### config.mk
export PLATFORM = sky130hd
export DESIGN_NAME = cache_line_assembler
export DESIGN_NICKNAME = d
export VERILOG_FILES = /design/src/rtl/cache_line_assembler.sv
export SDC_FILE = /design/constraint.sdc
export NUM_CORES = 1
export LEC_CHECK = 0
export CORE_MARGIN = 3
export CORE_UTILIZATION = 47
export DETAILED_ROUTE_END_ITERATION = 7
export PLACE_DENSITY = 0.79
export SETUP_SLACK_MARGIN = 0.3
export SKIP_CTS_REPAIR_TIMING = 1
export SLEW_MARGIN = 20
export SYNTH_ARGS = -nofsm -noshare
export SYNTH_HDL_FRONTEND = slang
export SYNTH_SLANG_ARGS = --single-unit
export TNS_END_PERCENT = 1
### constraint.sdc
create_clock -name clk -period 2.5 [get_ports clk]
set_input_delay 0.625 -clock clk [delete_from_list [all_inputs] [get_ports clk]]
set_output_delay 0.625 -clock clk [all_outputs]
set_load 0.005 [all_outputs]
### src/rtl/cache_line_assembler.sv
// Collects 8 indexed burst beats into one cache line, aborting the burst on any ordering error.
// Latency: line_valid rises on the clock edge that accepts the 8th beat; seq_err follows the bad beat by 1 cycle.
// Backpressure: beat_ready drops while a line is held and returns the cycle after line_valid & line_ready (CACHE_LINE_ASM_WRAP_EN enables critical-word-first).
module cache_line_assembler #(
  parameter int WORD_W = 32,
  parameter int IDX_W  = 3
) (
  input  logic                          clk,
  input  logic                          reset,
  input  logic                          beat_valid,
  input  logic [IDX_W-1:0]              beat_idx,
  input  logic [WORD_W-1:0]             beat_data,
  input  logic                          beat_last,
  output logic                          beat_ready,
  output logic                          line_valid,
  output logic [WORD_W*(2**IDX_W)-1:0]  line_data,
  input  logic                          line_ready,
  output logic                          seq_err
);

  localparam int BEATS = 2**IDX_W;
  localparam logic [IDX_W:0] LAST_CNT = (IDX_W+1)'(BEATS-1);

  typedef enum logic {
    COLLECT = 1'b0,
    HOLD    = 1'b1
  } state_t;

  state_t                          state;
  state_t                          state_nxt;
  logic [IDX_W-1:0]                exp_idx;
  logic [IDX_W-1:0]                exp_idx_nxt;
  logic [IDX_W:0]                  beat_cnt;
  logic [IDX_W:0]                  beat_cnt_nxt;
  logic [BEATS-1:0][WORD_W-1:0]    line_buf;

  logic accept;
  logic final_beat;
  logic idx_ok;
  logic last_ok;
  logic beat_ok;

  assign line_data = line_buf;

  always_comb begin
    beat_ready   = (state == COLLECT);
    accept       = beat_valid & beat_ready;
    final_beat   = (beat_cnt == LAST_CNT);
`ifdef CACHE_LINE_ASM_WRAP_EN
    // Critical-word-first: the opening beat picks the starting slot.
    idx_ok       = (beat_cnt == '0) || (beat_idx == exp_idx);
`else
    idx_ok       = (beat_idx == exp_idx);
`endif
    last_ok      = (beat_last == final_beat);
    beat_ok      = idx_ok & last_ok;

    state_nxt    = state;
    exp_idx_nxt  = exp_idx;
    beat_cnt_nxt = beat_cnt;

    case (state)
      COLLECT: begin
        if (accept) begin
          if (beat_ok) begin
            exp_idx_nxt  = beat_idx + 1'b1;
            beat_cnt_nxt = beat_cnt + 1'b1;
            if (final_beat) begin
              state_nxt = HOLD;
            end
          end else begin
            exp_idx_nxt  = '0;
            beat_cnt_nxt = '0;
          end
        end
      end
      HOLD: begin
        if (line_ready) begin
          state_nxt    = COLLECT;
          exp_idx_nxt  = '0;
          beat_cnt_nxt = '0;
        end
      end
      default: begin
        state_nxt    = COLLECT;
        exp_idx_nxt  = '0;
        beat_cnt_nxt = '0;
      end
    endcase
  end

  always_ff @(posedge clk or negedge reset) begin
    if (!reset) begin
      state    <= COLLECT;
      exp_idx  <= '0;
      beat_cnt <= '0;
    end else begin
      state    <= state_nxt;
      exp_idx  <= exp_idx_nxt;
      beat_cnt <= beat_cnt_nxt;
    end
  end

  // A rejected beat never touches the buffer; earlier slots of an aborted burst are simply overwritten later.
  always_ff @(posedge clk or negedge reset) begin
    if (!reset) begin
      line_buf   <= '0;
      line_valid <= 1'b0;
      seq_err    <= 1'b0;
    end else begin
      line_valid <= (state_nxt == HOLD);
      seq_err    <= accept & ~beat_ok;
      if (accept && beat_ok) begin
        line_buf[beat_idx] <= beat_data;
      end
    end
  end

endmodule
==> results.json, run 1 <==
{
  "rsz0062_at_grt": "yes",
  "tightest_slew_ns": 0.495,
  "ys_ff_latch": 265,
  "firstDrtPassIters": 4,
  "syn_inst": 601,
  "fp.coreArea_um2": 20700,
  "grt_pass1_vias": 6839,
  "cap_violations": 0,
  "antenna_found_initial": 0,
  "io_buffers": 298,
  "drc": 0,
  "placed_cells": 1170,
  "synth_cell_type_count": 29,
  "hold_class": "input port to asynchronous set/reset pin",
  "cts-htree-levels": 1,
  "grtUsageTotal_pct": 21.9,
  "powerDensity_nw_per_um2": 711,
  "path_delay_family": "buffers and inverters",
  "wl_per_cell_um": 21.4,
  "cts.sinks": 265,
  "vdd_drop_max_uv": 573,
  "yosys_warnings": 0,
  "startpoint_type": "input port",
  "clk_pin_slew_ns": 0.06,
  "tritoncts": "built",
  "holdWs_ns": 0.0483,
  "crit_buf_inv": 4,
  "syn-num-nets": 643,
  "nets": 977,
  "syn2layout_area_growth_pct": 44.2,
  "start_util_pct": 48.8,
  "cp_common_cell": "buf_4",
  "row_count": 52,
  "required_ns": 2.90,
  "fmax_ghz": 0.455,
  "drive_gt1_share_pct": 35.3,
  "crit_path_max_incr_delay_ns": 0.47,
  "cts_buffers": 27,
  "drtAntennaViolNets": 0,
  "io_pins": 299,
  "antenna_cells": 0,
  "die_x_um": 153,
  "critical_path.cell_chain": "clkdlybuf4s50_1 > xnor2_2 > nor4b_4 > buf_4 > nand4_1 > buf_4 > buf_2 > mux2_2",
  "fin_worst_skew_ns": 0.0156,
  "crit_arrival_ns": 2.60,
  "vias": 6315,
  "globalplace.congestion": 0.770,
  "setup_viol": 0,
  "insertion_delay_ns": 0.52,
  "endpoint_kind": "flop",
  "fin_crit_sh_pct": 87.9,
  "slew_headroom_pct": 67.0,
  "synth_seq_area_share_pct": 65.7,
  "vias_per_cell": 5.16,
  "clk_path_buf_depth": 3,
  "fp.dieH_um": 153,
  "critPathSlowestCell": "clkdlybuf4s50_1",
  "overflow": 0,
  "critPathKind": "input port to flop",
  "grt_max_degree": 64,
  "wl_um": 26200,
  "fin_cells": 1223,
  "slew_viol_final": 0,
  "netlist_area_um2": 10100,
  "dieArea_um2": 23300,
  "post-dp-hpwl_um": 18300,
  "fin_crit_ns": 2.20,
  "drt_iter0_markers": 185,
  "crit_fanout": 7,
  "nFillCells": 1425,
  "finalHoldViolations": 0,
  "avgSynthCellArea_um2": 16.8,
  "status": "finished clean",
  "grt_pass1_wl_um": 40700,
  "root_buffer": "clkbuf_16",
  "p_leak_nw": 6.94
}
==> path summary, 6_finish.rpt <==
check / start / endpoint / slack, ns / depth (start not counted)
worst max-delay path: beat_idx[0] / line_data[222]$_DFFE_PN0P_ / 0.30 / 8
worst max register to register: line_valid$_DFF_PN0_ / line_data[222]$_DFFE_PN0P_ / 0.40 / 7
max in group asynchronous: reset / line_data[102]$_DFFE_PN0P_ / 1.70 / 2
worst min-delay path: reset / line_data[129]$_DFFE_PN0P_ / 0.05 / 1
min in group clk: line_data[24]$_DFFE_PN0P_ / line_data[24]$_DFFE_PN0P_ / 0.49 / 1
worst min register to register: line_data[24]$_DFFE_PN0P_ / line_data[24]$_DFFE_PN0P_ / 0.49 / 1
==> routing by layer <==
layer  part of all wire [%]  track usage [%]
met2                     49             36.9
met1                     40             27.3
met5                      0                0
met3                    8.3             7.64
met4                    2.7             5.52
==> placed cells by master, fill, tap and decap left out, drive strengths merged, types with 4 or more instances in the layout <==
master,Yosys,final
a31oi,4,4
buf,27,39
clkbuf,4,41
clkdlybuf4s50,0,296
dfrtp,265,265
mux2,256,256
nand2,7,7
nand3,4,4
nor2,4,4
o21ai,4,4
==> registers in the layout (all words and copies together) (netlist names) <==
name / cells
line_data: 256
beat_cnt: 4
exp_idx: 3
line_valid: 1
seq_err: 1
==> synth_stat cells (all sizes together) <==
cell type,number,area share [%]
nand2b,1,0.062
a31oi,4,0.25
nor4b,1,0.24
nor2b,2,0.12
o22ai,1,0.062
xnor2,2,0.17
nand4b,1,0.24
clkbuf,4,0.19
buf,27,1.9
nand3b,2,0.15
inv,2,0.074
dfrtp,265,66
xor2,3,0.26
ha,2,0.25
and4b,2,0.20
and2,1,0.062
a32o,2,0.20
o21ai,4,0.20
nand2,7,0.26
nand3,4,0.45
nor2,4,0.15
and3,1,0.062
nand4,3,0.19
mux2,256,29
==> cell type report <==
class	instances	area, um^2	share of cell area, %
flip-flops and latches	265	6630	45.5
multi-input cells	303	3280	22.5
clock inverters	6	61.3	0.421
repair buffers	336	3440	23.6
inverters	2	7.51	0.0516
well taps	270	338	2.32
clock buffers	41	808	5.55
==> through the flow <==
step	instance area, um^2	worst slack (ns)	total power [mW]	setup TNS [ns]	util [%]
3_5_place_dp	13600	-0.257	6.53	-48.15	65.8
5_1_grt	14600	0.202	10.8	0	70.4
6_report	14600	0.303	10.4	0	70.4
4_1_cts	14500	0.311	10.5	0	70.0
3_3_place_gp	13600	-0.183	6.48	-33.57	65.8
2_1_floorplan	10200	0.286	5.36	0	-
==> power breakdown <==
group | internal, mW | total [mW] | leakage (nW) | switching (mW)
registers | 4.68 | 4.88 | 3.61 | 0.201
logic | 1.01 | 1.56 | 2.91 | 0.547
clock network | 2.32 | 3.92 | 0.428 | 1.60
==> logic make-up after synthesis <==
group	after synthesis	share of synthesized area, %
DFF	265	65.7
muxes	256	28.6
buffers and inverters	33	2.21
and+or+nand+nor	29	2.17
AOI/OAI and AO/OA	11	0.706
xor gates and xnor gates	5	0.434
adders and majority gates	2	0.248
Power figures use the tool's default switching activity.
==> run 2, diff against run 1 <==
==> constraint.sdc (replaced) <==
create_clock -name clk -period 2.5 [get_ports clk]
set_input_delay 0.5 -clock clk [delete_from_list [all_inputs] [get_ports clk]]
set_output_delay 0.5 -clock clk [all_outputs]
set_load 0.005 [all_outputs]
==> run 2 against run 1 <==
Sequential share of layout area barely moved. Register-to-register slack barely moved. Setup slack improved by 0.094 ns. Critical path depth fell by 1. Clock skew fell by 0.0059 ns. Largest cell class unchanged. Sequential power barely moved. Non-clock buffer count fell by 8. Flip-flop and latch count did not move. Clock power rose by 6.9%. Clock-buffer cell count fell by 2. First-iteration DRC count rose by 19%. Cell count fell by 0.25%.
==> results.json, run 2 (same netlist as run 1, synthesis figures left out) <==
{
  "cts-htree-levels": 1,
  "worstHoldStart": "line_data[24]$_DFFE_PN0P_",
  "crit_fanout": 16,
  "largest_reg_flops": 256,
  "syn2layout_area_growth_pct": 44.3,
  "endpoint_kind": "flop",
  "insertion_delay_ns": 0.53,
  "reg2reg_to": "line_data[114]$_DFFE_PN0P_",
  "fin_worst_skew_ns": 0.00971,
  "cp_common_cell": "buf_4",
  "critPathSlowestCell": "dfrtp_1",
  "power_frac_comb_pct": 14.6,
  "vias": 6372,
  "vias_per_cell": 5.22,
  "critPathKind": "flop to flop",
  "cts_buffers": 28,
  "hold_depth": 1,
  "drc": 0,
  "reg2reg_depth": 7,
  "fmax_ghz": 0.475,
  "final_common_cell": "clkdlybuf4s50_1",
  "r2r_start": "beat_cnt[0]$_DFFE_PN0P_",
  "startpoint_type": "flop",
  "setup_viol": 0,
  "antenna_found_initial": 0,
  "intPower_mw": 8.21,
  "cap_violations": 0,
  "status": "finished clean",
  "globalplace.congestion": 0.733,
  "rrSetupSlack_ns": 0.40,
  "fp.coreArea_um2": 20700,
  "antenna_cells": 0,
  "finalInstanceArea_um2": 14600,
  "finalHoldViolations": 0,
  "drt_iter0_markers": 221,
  "fin_crit_ns": 2.10,
  "path_delay_family": "buffers and inverters",
  "power_switching_mw": 2.42,
  "start_util_pct": 48.8,
  "crit_path_max_incr_delay_ns": 0.41,
  "grt_pass1_vias": 7115,
  "required_ns": 2.91,
  "vdd_drop_max_uv": 592,
  "io_buffers": 298,
  "grt_pass1_wl_um": 41700,
  "clockPowerShare_pct": 39.4,
  "slew_viol_final": 0,
  "p_leak_nw": 6.95,
  "drive_gt1_share_pct": 35.1,
  "clk_path_buf_depth": 3,
  "p_sw_share_pct": 22.7,
  "firstDrtPassIters": 6,
  "hold_class": "flop to flop",
  "critical_path.cell_chain": "ha_1 > nand3b_1 > xor2_2 > buf_4 > nand4_1 > buf_4 > mux2_2",
  "fin_crit_sh_pct": 84.1,
  "post-dp-hpwl_um": 18200,
  "drtAntennaViolNets": 0,
  "fp.dieH_um": 153,
  "die_x_um": 153,
  "final_cell_mix": "clkdlybuf4s50_1 (297), dfrtp_1 (265), mux2_2 (247)",
  "crit_buf_inv": 2,
  "tritoncts": "built",
  "clk_pin_slew_ns": 0.06,
  "powerDensity_nw_per_um2": 729,
  "rsz0062_at_grt": "yes",
  "nets": 970,
  "grtUsageTotal_pct": 22.4,
  "wl_per_cell_um": 21.5,
  "row_count": 52,
  "tightest_slew_ns": 0.577,
  "slew_headroom_pct": 61.6,
  "fin_cells": 1220,
  "hold_end": "line_data[24]$_DFFE_PN0P_",
  "root_buffer": "clkbuf_16",
  "io_pins": 299,
  "power_frac_seq_pct": 46.0,
  "place_area_um2": 13600,
  "grt_max_degree": 74,
  "wl_um": 26300,
  "cts.sinks": 265,
  "placed_cells": 1167,
  "crit_arrival_ns": 2.51,
  "dieArea_um2": 23300,
  "finalPower_mw": 10.6,
  "overflow": 0
}
==> run 2: per-stage QoR <==
stage                     util, %  hold WS, ns  TNS [ns]  setup WS (ns)
after floorplan                 -        0.204         0          0.317
after global placement       65.7        0.470     -4.08        -0.0763
after detailed placement     65.7        0.480     -7.25         -0.131
after CTS                    70.3      -0.0355         0          0.269
after global routing         70.4        0.516         0          0.292
final                        70.4        0.492         0          0.397
==> run 2: power by group through the flow <==
stage / Clock, mW / Combinational, mW / Sequential [mW]
finish: 4.19 / 1.55 / 4.89
global route: 4.43 / 1.66 / 4.93
CTS: 4.26 / 1.58 / 4.89
detailed placement: 0 / 1.57 / 4.96
global placement: 0 / 1.54 / 4.94
floorplan: 0 / 0.379 / 4.97
==> run 2: worst max path at each step <==
stage	from	end	slack, ns	depth (start not counted)
after floorplan	beat_idx[2]	line_data[34]$_DFFE_PN0P_	0.32	7
after detailed placement	beat_idx[2]	line_data[61]$_DFFE_PN0P_	-0.13	7
after global placement	beat_idx[2]	line_data[16]$_DFFE_PN0P_	-0.08	7
final	beat_cnt[0]$_DFFE_PN0P_	line_data[114]$_DFFE_PN0P_	0.40	7
after CTS	beat_cnt[0]$_DFFE_PN0P_	line_data[106]$_DFFE_PN0P_	0.27	7
after global routing	beat_cnt[0]$_DFFE_PN0P_	line_data[120]$_DFFE_PN0P_	0.29	7
==> run 2: layout make-up <==
cell class	count	area [um^2]
clock buffers	39	833
fillers	1390	6120
multi-input cells	303	3250
inverters	2	7.51
repair buffers	328	3390
clock inverters	13	118
flip-flops and latches	265	6630
well taps	270	338
==> run 2: layer usage <==
layer  up-vias  GRT usage [%]  wire length, um
li1       2796              -                -
met1      3338           27.9            10300
met2       209           39.0            13400
met3        29           7.30             2120
met4         0           4.07              381
met5         -              0                0
